==> config.mk <==
export PLATFORM = sky130hd
export DESIGN_NAME = apb_master_bridge_flat
export DESIGN_NICKNAME = d
export VERILOG_FILES = /design/src/rtl/apb_master_bridge_if.sv /design/src/rtl/apb_master_bridge.sv /design/src/flat_wrapper.sv
export SDC_FILE = /design/constraint.sdc
export NUM_CORES = 1
export LEC_CHECK = 0
export BUFFER_PORTS_ARGS = -buffer_cell sky130_fd_sc_hd__buf_4
export CORE_MARGIN = 1
export CORE_UTILIZATION = 39
export CTS_BUF_LIST = sky130_fd_sc_hd__clkbuf_16
export DETAILED_ROUTE_END_ITERATION = 10
export PLACE_DENSITY_LB_ADDON = 0.1
export SYNTH_ARGS = -nofsm -noshare
export SYNTH_HDL_FRONTEND = slang
export SYNTH_SLANG_ARGS = --single-unit
==> constraint.sdc <==
create_clock -name PCLK -period 4.95 [get_ports PCLK]
set_input_delay 0.495 -clock PCLK [delete_from_list [all_inputs] [get_ports PCLK]]
set_output_delay 0.495 -clock PCLK [all_outputs]
set_load 0.05 [all_outputs]
==> src/rtl/apb_master_bridge_if.sv <==
// Requester-side handshake and two-slave APB bus of the bridge.
// The master modport is the bridge; the slave modport is whatever sits
// on the other side (requester plus both APB slaves).
interface apb_master_bridge_if;
   logic        req_valid;
   logic        req_ready;
   logic        req_write;
   logic [31:0] req_addr;
   logic [31:0] req_wdata;

   logic        rsp_valid;
   logic [31:0] rsp_rdata;
   logic        rsp_err;

   logic        PSEL1;
   logic        PSEL2;
   logic        PENABLE;
   logic        PWRITE;
   logic [31:0] PADDR;
   logic [31:0] PWDATA;
   logic [31:0] PRDATA1;
   logic [31:0] PRDATA2;
   logic        PREADY1;
   logic        PREADY2;

   modport master (
      input  req_valid, req_write, req_addr, req_wdata,
      input  PRDATA1, PRDATA2, PREADY1, PREADY2,
      output req_ready, rsp_valid, rsp_rdata, rsp_err,
      output PSEL1, PSEL2, PENABLE, PWRITE, PADDR, PWDATA
   );

   modport slave (
      output req_valid, req_write, req_addr, req_wdata,
      output PRDATA1, PRDATA2, PREADY1, PREADY2,
      input  req_ready, rsp_valid, rsp_rdata, rsp_err,
      input  PSEL1, PSEL2, PENABLE, PWRITE, PADDR, PWDATA
   );
endinterface

==> src/rtl/apb_master_bridge.sv <==
// Single-request APB master bridge driving two slaves.
// One transfer at a time: IDLE accepts, SETUP selects, ACCESS waits for the
// selected slave's PREADY or gives up after TIMEOUT low cycles. Every bus
// and response output comes straight from a flop.
module apb_master_bridge #(
   parameter int unsigned TIMEOUT = 16,
   parameter int unsigned SEL_BIT = 8
) (
   input  logic                PCLK,
   input  logic                PRESETn,
   apb_master_bridge_if.master bus
);
   localparam int unsigned CW = $clog2(TIMEOUT + 1);

   typedef enum logic [1:0] {
      IDLE   = 2'd0,
      SETUP  = 2'd1,
      ACCESS = 2'd2
   } state_t;

   state_t        state_q, state_d;
   logic [CW-1:0] wait_q, wait_d;

   logic          psel1_q, psel1_d;
   logic          psel2_q, psel2_d;
   logic          penable_q, penable_d;
   logic          pwrite_q, pwrite_d;
   logic [31:0]   paddr_q, paddr_d;
   logic [31:0]   pwdata_q, pwdata_d;
   logic          rsp_valid_q, rsp_valid_d;
   logic          rsp_err_q, rsp_err_d;
   logic [31:0]   rdata_q, rdata_d;

   logic          sel2;
   logic          sel_ready;
   logic [31:0]   sel_rdata;
   logic          timeout_hit;

   // PADDR is frozen for the whole transfer, so its select bit picks the slave
   assign sel2        = paddr_q[SEL_BIT];
   assign sel_ready   = sel2 ? bus.PREADY2 : bus.PREADY1;
   assign sel_rdata   = sel2 ? bus.PRDATA2 : bus.PRDATA1;
   // This low-ready cycle is the TIMEOUT-th consecutive one
   assign timeout_hit = (wait_q == CW'(TIMEOUT - 1));

   assign bus.req_ready = (state_q == IDLE);
   assign bus.PSEL1     = psel1_q;
   assign bus.PSEL2     = psel2_q;
   assign bus.PENABLE   = penable_q;
   assign bus.PWRITE    = pwrite_q;
   assign bus.PADDR     = paddr_q;
   assign bus.PWDATA    = pwdata_q;
   assign bus.rsp_valid = rsp_valid_q;
   assign bus.rsp_err   = rsp_err_q;
   assign bus.rsp_rdata = rdata_q;

   // State and all registered outputs; reset drops the bus immediately
   always_ff @(posedge PCLK or negedge PRESETn) begin
      if (!PRESETn) begin
         state_q     <= IDLE;
         wait_q      <= '0;
         psel1_q     <= 1'b0;
         psel2_q     <= 1'b0;
         penable_q   <= 1'b0;
         pwrite_q    <= 1'b0;
         paddr_q     <= '0;
         pwdata_q    <= '0;
         rsp_valid_q <= 1'b0;
         rsp_err_q   <= 1'b0;
         rdata_q     <= '0;
      end else begin
         state_q     <= state_d;
         wait_q      <= wait_d;
         psel1_q     <= psel1_d;
         psel2_q     <= psel2_d;
         penable_q   <= penable_d;
         pwrite_q    <= pwrite_d;
         paddr_q     <= paddr_d;
         pwdata_q    <= pwdata_d;
         rsp_valid_q <= rsp_valid_d;
         rsp_err_q   <= rsp_err_d;
         rdata_q     <= rdata_d;
      end
   end

   // Next state plus next value of every registered output
   always_comb begin
      state_d     = state_q;
      wait_d      = wait_q;
      psel1_d     = psel1_q;
      psel2_d     = psel2_q;
      penable_d   = penable_q;
      pwrite_d    = pwrite_q;
      paddr_d     = paddr_q;
      pwdata_d    = pwdata_q;
      rsp_valid_d = 1'b0;
      rsp_err_d   = 1'b0;
      rdata_d     = rdata_q;

      unique case (state_q)
         IDLE: begin
            if (bus.req_valid) begin
               state_d   = SETUP;
               wait_d    = '0;
               pwrite_d  = bus.req_write;
               paddr_d   = bus.req_addr;
               pwdata_d  = bus.req_wdata;
               psel1_d   = ~bus.req_addr[SEL_BIT];
               psel2_d   = bus.req_addr[SEL_BIT];
               penable_d = 1'b0;
            end
         end

         SETUP: begin
            state_d   = ACCESS;
            wait_d    = '0;
            penable_d = 1'b1;
         end

         ACCESS: begin
            // Completion is tested first so a late PREADY beats the abort
            if (sel_ready) begin
               state_d     = IDLE;
               psel1_d     = 1'b0;
               psel2_d     = 1'b0;
               penable_d   = 1'b0;
               rsp_valid_d = 1'b1;
               rdata_d     = pwrite_q ? '0 : sel_rdata;
            end else if (timeout_hit) begin
               state_d     = IDLE;
               wait_d      = wait_q + CW'(1);
               psel1_d     = 1'b0;
               psel2_d     = 1'b0;
               penable_d   = 1'b0;
               rsp_valid_d = 1'b1;
               rsp_err_d   = 1'b1;
               rdata_d     = '0;
            end else begin
               wait_d = wait_q + CW'(1);
            end
         end

         default: begin
            state_d = IDLE;
         end
      endcase
   end
endmodule

==> src/flat_wrapper.sv <==
// flat-port wrapper written by rule: the top's interface ports become plain ports
module apb_master_bridge_flat 
#(
   parameter int unsigned TIMEOUT = 16,
   parameter int unsigned SEL_BIT = 8
)
  (PCLK, PRESETn, bus_req_valid, bus_req_write, bus_req_addr, bus_req_wdata, bus_PRDATA1, bus_PRDATA2, bus_PREADY1, bus_PREADY2, bus_req_ready, bus_rsp_valid, bus_rsp_rdata, bus_rsp_err, bus_PSEL1, bus_PSEL2, bus_PENABLE, bus_PWRITE, bus_PADDR, bus_PWDATA);
  apb_master_bridge_if bus_i ();
  input  logic PCLK;
  input  logic PRESETn;
  input wire logic [$bits(bus_i.req_valid)-1:0] bus_req_valid;
  input wire logic [$bits(bus_i.req_write)-1:0] bus_req_write;
  input wire logic [$bits(bus_i.req_addr)-1:0] bus_req_addr;
  input wire logic [$bits(bus_i.req_wdata)-1:0] bus_req_wdata;
  input wire logic [$bits(bus_i.PRDATA1)-1:0] bus_PRDATA1;
  input wire logic [$bits(bus_i.PRDATA2)-1:0] bus_PRDATA2;
  input wire logic [$bits(bus_i.PREADY1)-1:0] bus_PREADY1;
  input wire logic [$bits(bus_i.PREADY2)-1:0] bus_PREADY2;
  output wire logic [$bits(bus_i.req_ready)-1:0] bus_req_ready;
  output wire logic [$bits(bus_i.rsp_valid)-1:0] bus_rsp_valid;
  output wire logic [$bits(bus_i.rsp_rdata)-1:0] bus_rsp_rdata;
  output wire logic [$bits(bus_i.rsp_err)-1:0] bus_rsp_err;
  output wire logic [$bits(bus_i.PSEL1)-1:0] bus_PSEL1;
  output wire logic [$bits(bus_i.PSEL2)-1:0] bus_PSEL2;
  output wire logic [$bits(bus_i.PENABLE)-1:0] bus_PENABLE;
  output wire logic [$bits(bus_i.PWRITE)-1:0] bus_PWRITE;
  output wire logic [$bits(bus_i.PADDR)-1:0] bus_PADDR;
  output wire logic [$bits(bus_i.PWDATA)-1:0] bus_PWDATA;
  assign bus_i.req_valid = bus_req_valid;
  assign bus_i.req_write = bus_req_write;
  assign bus_i.req_addr = bus_req_addr;
  assign bus_i.req_wdata = bus_req_wdata;
  assign bus_i.PRDATA1 = bus_PRDATA1;
  assign bus_i.PRDATA2 = bus_PRDATA2;
  assign bus_i.PREADY1 = bus_PREADY1;
  assign bus_i.PREADY2 = bus_PREADY2;
  assign bus_req_ready = bus_i.req_ready;
  assign bus_rsp_valid = bus_i.rsp_valid;
  assign bus_rsp_rdata = bus_i.rsp_rdata;
  assign bus_rsp_err = bus_i.rsp_err;
  assign bus_PSEL1 = bus_i.PSEL1;
  assign bus_PSEL2 = bus_i.PSEL2;
  assign bus_PENABLE = bus_i.PENABLE;
  assign bus_PWRITE = bus_i.PWRITE;
  assign bus_PADDR = bus_i.PADDR;
  assign bus_PWDATA = bus_i.PWDATA;
  apb_master_bridge #(.TIMEOUT(TIMEOUT), .SEL_BIT(SEL_BIT)) u_core (.PCLK(PCLK), .PRESETn(PRESETn), .bus(bus_i));
endmodule
# Word level (Yosys, flattened, before mapping)
# Cells that the tools add are included.
[totals]
output_inout_bits = 103
word_cells = 54
regBits = 109
inputBits = 134
[op_classes]
eq_ne = 6
addsub = 1
reduce_logical = 10
bitwise_logic = 1
n_mux = 25
[op_table]
columns = ["operator", "count"]
rows = [
  ["two-way mux 32 bit", 4],
  ["case mux 5 bit (3 select lines)", 1],
  ["two-way mux 1 bit", 11],
  ["two-way mux 5 bit", 2],
  ["AND reduction 3 bit", 3],
  ["two-way mux 2 bit", 3],
  ["case mux 2 bit (3 select lines)", 1],
  ["AND reduction 2 bit", 3],
  ["adder 5 x 1 -> 5 bit (second input constant)", 1],
  ["== test 5 x 4 -> 1 bit (second input constant)", 1],
  ["inequality test 2 bit (second input constant)", 2],
  ["case mux 1 bit (2 select lines)", 2],
  ["nonzero test 2 bit", 2],
  ["inequality test 3 x 1 -> 1 bit (second input constant)", 1],
  ["case mux 1 bit (3 select lines)", 1],
  ["nonzero test 3 bit", 1],
  ["== test 2 x 1 -> 1 bit (second input constant)", 1],
  ["== test 2 bit (second input constant)", 1],
  ["zero test 2 bit", 1],
  ["inverter 1 bit", 1],
]

# Logic depth before layout (Yosys ltp)
[depth]
ltp_word = 4
ltp_mapped = 7
depth_no_buf = 7

# Least setup slack after synthesis
# OpenSTA, ideal clock, no wires.
[synth_path]
path_kind = "reg-to-reg"
startpoint = "register u_core.paddr_q[8], in the netlist u_core.bus.PADDR[8]"
endpoint = "register u_core.wait_q[3]"
slack_ns = 3.149
t_arrival_ns = 1.731
stages_incl_launch_ff = 5
setup_time_ns = 0.069
required_ns = 4.881
synth_period_minus_slack_ns = 1.801
path_buffers = 1
cell_sequence = "dfrtp_1 -> buf_6 -> mux2_4 -> or4_1 -> nand3_1"
[synth_between]
elab_chain_len = 3
[synth_lines]
columns = ["item", "line_no", "text"]
rows = [
  ["start: declaration", "apb_master_bridge.sv:28", "logic [31:0] paddr_q, paddr_d;"],
  ["start signal: assignment", "apb_master_bridge.sv:78", "paddr_q <= paddr_d;"],
  ["two-way mux 1 bit", "apb_master_bridge.sv:41", "assign sel_ready = sel2 ? bus.PREADY2 : bus.PREADY1;"],
  ["inequality test 2 bit (no line)", "-", ""],
  ["AND reduction 3 bit (no line)", "-", ""],
  ["end signal: assignment", "apb_master_bridge.sv:73", "wait_q <= wait_d;"],
  ["end: declaration", "apb_master_bridge.sv:22", "logic [CW-1:0] wait_q, wait_d;"],
]
# No other way between the ends.
# A chain may end at the register's enable or synchronous reset.

# Final worst setup path
[layout_path]
startpoint = "register u_core.paddr_q[8], in the netlist u_core.bus.PADDR[8]"
endpoint = "register u_core.rdata_q[27], in the netlist u_core.bus.rsp_rdata[27]"
[layout_between]
elab_chain_len = 3
elab_cells_between_ends = 6
classes_between = "4 x mux; 2 x reduce/logical"
[layout_lines]
columns = ["item", "line_no", "text"]
rows = [
  ["two-way mux 32 bit / two-way mux 1 bit (equally long branches)", "apb_master_bridge.sv:42, apb_master_bridge.sv:41", ""],
  ["two-way mux 32 bit / nonzero test 2 bit (equally long branches)", "-", ""],
  ["two-way mux 32 bit / AND reduction 2 bit (equally long branches)", "-", ""],
  ["end signal: assignment", "apb_master_bridge.sv:82", "rdata_q <= rdata_d;"],
  ["end: declaration", "apb_master_bridge.sv:32", "logic [31:0] rdata_q, rdata_d;"],
]
# Several ways; a longest one is shown, not always the timed one.

==> impl_results.md <==
* Fmax at 374 MHz
* Die width at 112 µm
* DR pass1 iterations at 4
* Critical Path AT at 2.92 ns
* Synthesized instance count at 443
* Worst Hold Class: primary input to asynchronous set/reset pin
* Final WL at 12000 µm
* Iteration-0 DRC count of the detailed router at 183
* Netlist Area Pre-Place at 4750 µm²
* Fillers at 988
* Clock Tree Root: clkbuf_16
* CTS resizes at 0
* Via count of the first global-routing pass at 3761
* HPWL after DPL at 8690 µm
* Setup_tns at 0 ns
* Slowest stage cell, crit path: dfrtp_2
* Non-Filler Cell Area, Final at 6810 µm²
* Buf/Inv on CP at 1
* Area grow syn2layout at 43.3%
* Gr usage total at 19.0%
* Largest net degree at the start of global routing at 69
* Clk sink count at 109
* Die area at 12600 µm²
* Post-synth EDFFs at 0
* Num ports at 237
* Starting Density at 40.7%
* Max-cap violations at 0
* Synth top area share at 57.4%
* Critical path type: flop to flop
* Buffers on Ports at 236
* Post-synth cell types at 35
* Sequential fraction of the synthesis area at 57.4%
* Final Hold Vio Count at 0
* Synth Area in Adders at 0.527%
* Setup Buffers After CTS at 0
* Inserted Clock Buffers at 9
* Antenna viol nets, final at 0
* Total gr overflow at 0
* Main combinational cell family by area after synthesis: simple AND/OR/NAND/NOR gates
* Yosys warnings at 0
* Top post-synthesis cells by area: dfrtp_1 57%, nand2_1 16%, o2bb2ai_2 9.5%
* Critical path's largest stage delay at 0.99 ns
* FF+latch area at 2730 µm²
* Worst Clk Skew at 0.00756 ns
* RSZ-0062 raised after global routing: no
* Slew @ Worst Pin at 1.14 ns
* Slew HR at 24.1%
* Vias at 3889
* Avg WL per Cell at 14.7 µm
* Async SR Flop Fraction at 100%
* Worst-path clk slew at 0.07 ns
* Post-synthesis compound-gate area fraction at 12.4%
* Worst r2r path cells at 4
* Core box area at 11700 µm²
* Mapped Nets at 579
* Tmin final at 2.68 ns
* Cts hold-fix bufs at 0
* # diodes at 0
* Outcome: completed
* Synth Area in XOR/XNOR at 0%
* Mean Syn Cell Area at 10.7 µm²
* Nature of the critical path endpoint: flop
* Max Slew Vio Count at 0
* First-pass GRT wire length at 18900 µm
* Multiplexer share of the synthesized area at 7.27%
* Clock Latency Late Sink at 0.34 ns
* Worst r2r dst: u_core.bus.rsp_rdata[27]$_DFFE_PN0P_
* Critical path, cell by cell: mux2i_1 > a21o_1 > buf_4 > o2bb2ai_1
* Part of the cycle the worst path needs at 54.1%
* R2R setup slack at 2.27 ns
* Req. time, crit path at 5.20 ns
* Floorplan row count at 39
* Crit Path Max Fanout at 36
* Placed inst area at 6530 µm²
* Simple-Gate Fraction of Synth Area at 17.5%
* Family with the most delay on the worst path: flip-flops
* Leak at 0.00359 µW
* Post-synth top area cell: dfrtp_1
* Crit start category: flop
* Setup-failing EPs final at 0
* Flops & latches, synth at 109
* Total power per unit cell area at 792 nW/µm²
* Vias per Instance at 4.78
* Die Y-Extent at 112 µm
* CTS Buffer Depth at 2
* Number of H-tree levels at 3
* Area occupied by multi-input gates at 1790 µm²
* Drt drc at 0
* Max VDD drop at 0.491 mV
* CTS tree: done
* Most used DFF post-synth: dfrtp_1
* GP Congestion at 0.780
* Nets at 801
* Fraction of layout cells with a size suffix above 1 at 42.8%
* Worst r2r src: u_core.bus.PADDR[8]$_DFFE_PN0P_
* Initial antenna violation count at 0
## cell usage after synthesis (2+ instances only)
library cell and n:
o2bb2ai_2 30, nand2_1 198, buf_4 3, nand3_1 2
dfrtp_1 109, ha_1 2, o21ai_1 3, a31oi_1 2
nand2b_1 3, clkbuf_1 9, buf_6 3, o22ai_1 4
nor3b_1 2, o2bb2ai_1 2, o32a_1 2, buf_2 9
mux2i_1 33, inv_2 2, inv_1 7, buf_12 3
## logic make-up (layout without fill, tap and decap cells)
logic type      Yosys count  count (layout)
simple gates            212             212
buf+inv                  37             264
compound gates           49              49
fa+ha+maj                 2               2
flops                   109             109
mux                      34              34
## flip-flops by register name, indices dropped and copies added, names as in the netlist, 2 cells and up
register              flops
u_core.bus.PADDR         32
u_core.bus.rsp_rdata     32
u_core.state_q            2
u_core.bus.PWDATA        32
u_core.wait_q             5
## worst max-delay path by stage
| stage | start | end | slack [ns] | depth (start not counted) |
|---|---|---|---|---|
| floorplan | u_core.bus.PADDR[8]$_DFFE_PN0P_ | u_core.wait_q[3]$_DFFE_PN0P_ | 3.15 | 4 |
| CTS | u_core.bus.PADDR[8]$_DFFE_PN0P_ | u_core.bus.rsp_rdata[27]$_DFFE_PN0P_ | 2.23 | 4 |
| global placement | u_core.bus.PADDR[8]$_DFFE_PN0P_ | u_core.bus.rsp_rdata[27]$_DFFE_PN0P_ | 2.39 | 4 |
| global route | u_core.bus.PADDR[8]$_DFFE_PN0P_ | u_core.bus.rsp_rdata[27]$_DFFE_PN0P_ | 2.15 | 4 |
| detailed placement | u_core.bus.PADDR[8]$_DFFE_PN0P_ | u_core.bus.rsp_rdata[27]$_DFFE_PN0P_ | 2.24 | 4 |
| finish | u_core.bus.PADDR[8]$_DFFE_PN0P_ | u_core.bus.rsp_rdata[27]$_DFFE_PN0P_ | 2.27 | 4 |
## report_power, final
part / total (µW) / internal, µW / switching, µW
Clock: 689 / 385 / 304
Combinational: 3060 / 979 / 2080
Sequential: 1650 / 1300 / 346
Total: 5400 / 2670 / 2730
## layer usage
metal  vias to the layer above  share of wire, %  GRT usage (%)
met3                        13               8.0           5.45
li1                       1904                 -              -
met5                         -                 0              0
met1                      1814                42           23.6
met4                         0               1.5           6.93
met2                       158                48           31.6
## stage by stage
stage / util, % / setup WS [ns] / total power, µW / std cells / hold slack (ns)
after floorplan: - / 3.15 / 3800 / 443 / 0.199
after global placement: 56.0 / 2.39 / 4710 / 797 / 0.460
after detailed placement: 56.0 / 2.24 / 4750 / 797 / 0.463
after CTS: 58.4 / 2.23 / 5450 / 813 / 0.279
after global routing: 58.4 / 2.15 / 5660 / 813 / 0.311
final: 58.4 / 2.27 / 5400 / 813 / 0.243
## cell type report
class                      instances  share of cell area [%]
sequential                       109                    40.1
clock buffer                       9                    3.31
inverter                           9                   0.496
multi-input combinational        297                    26.3
clock inverter                     7                   0.845
tap                              143                    2.63
timing repair buffer             239                    26.3
## cell usage in the layout, fill, tap and decap left out
cell	n
mux2_4	1
a211oi_1	1
a21o_1	1
nand2_1	198
o311ai_1	1
clkinv_1	3
or3_2	1
o22ai_1	4
buf_4	239
ha_1	2
dfrtp_1	108
o211ai_1	1
nor3b_1	2
clkinv_2	1
o21ai_1	3
a41oi_1	1
inv_2	2
o32a_1	2
bufinv_16	1
and3_1	1
nand3_1	2
nand2b_1	3
a31oi_1	2
or4_1	1
o2bb2ai_2	30
or3b_2	1
nor4b_1	1
inv_1	8
clkinvlp_4	1
clkbuf_16	9
nor3_1	1
o31ai_1	1
nor2_1	1
mux2i_1	33
o2bb2ai_1	2
dfrtp_2	1
Power figures use the tool's default switching activity.
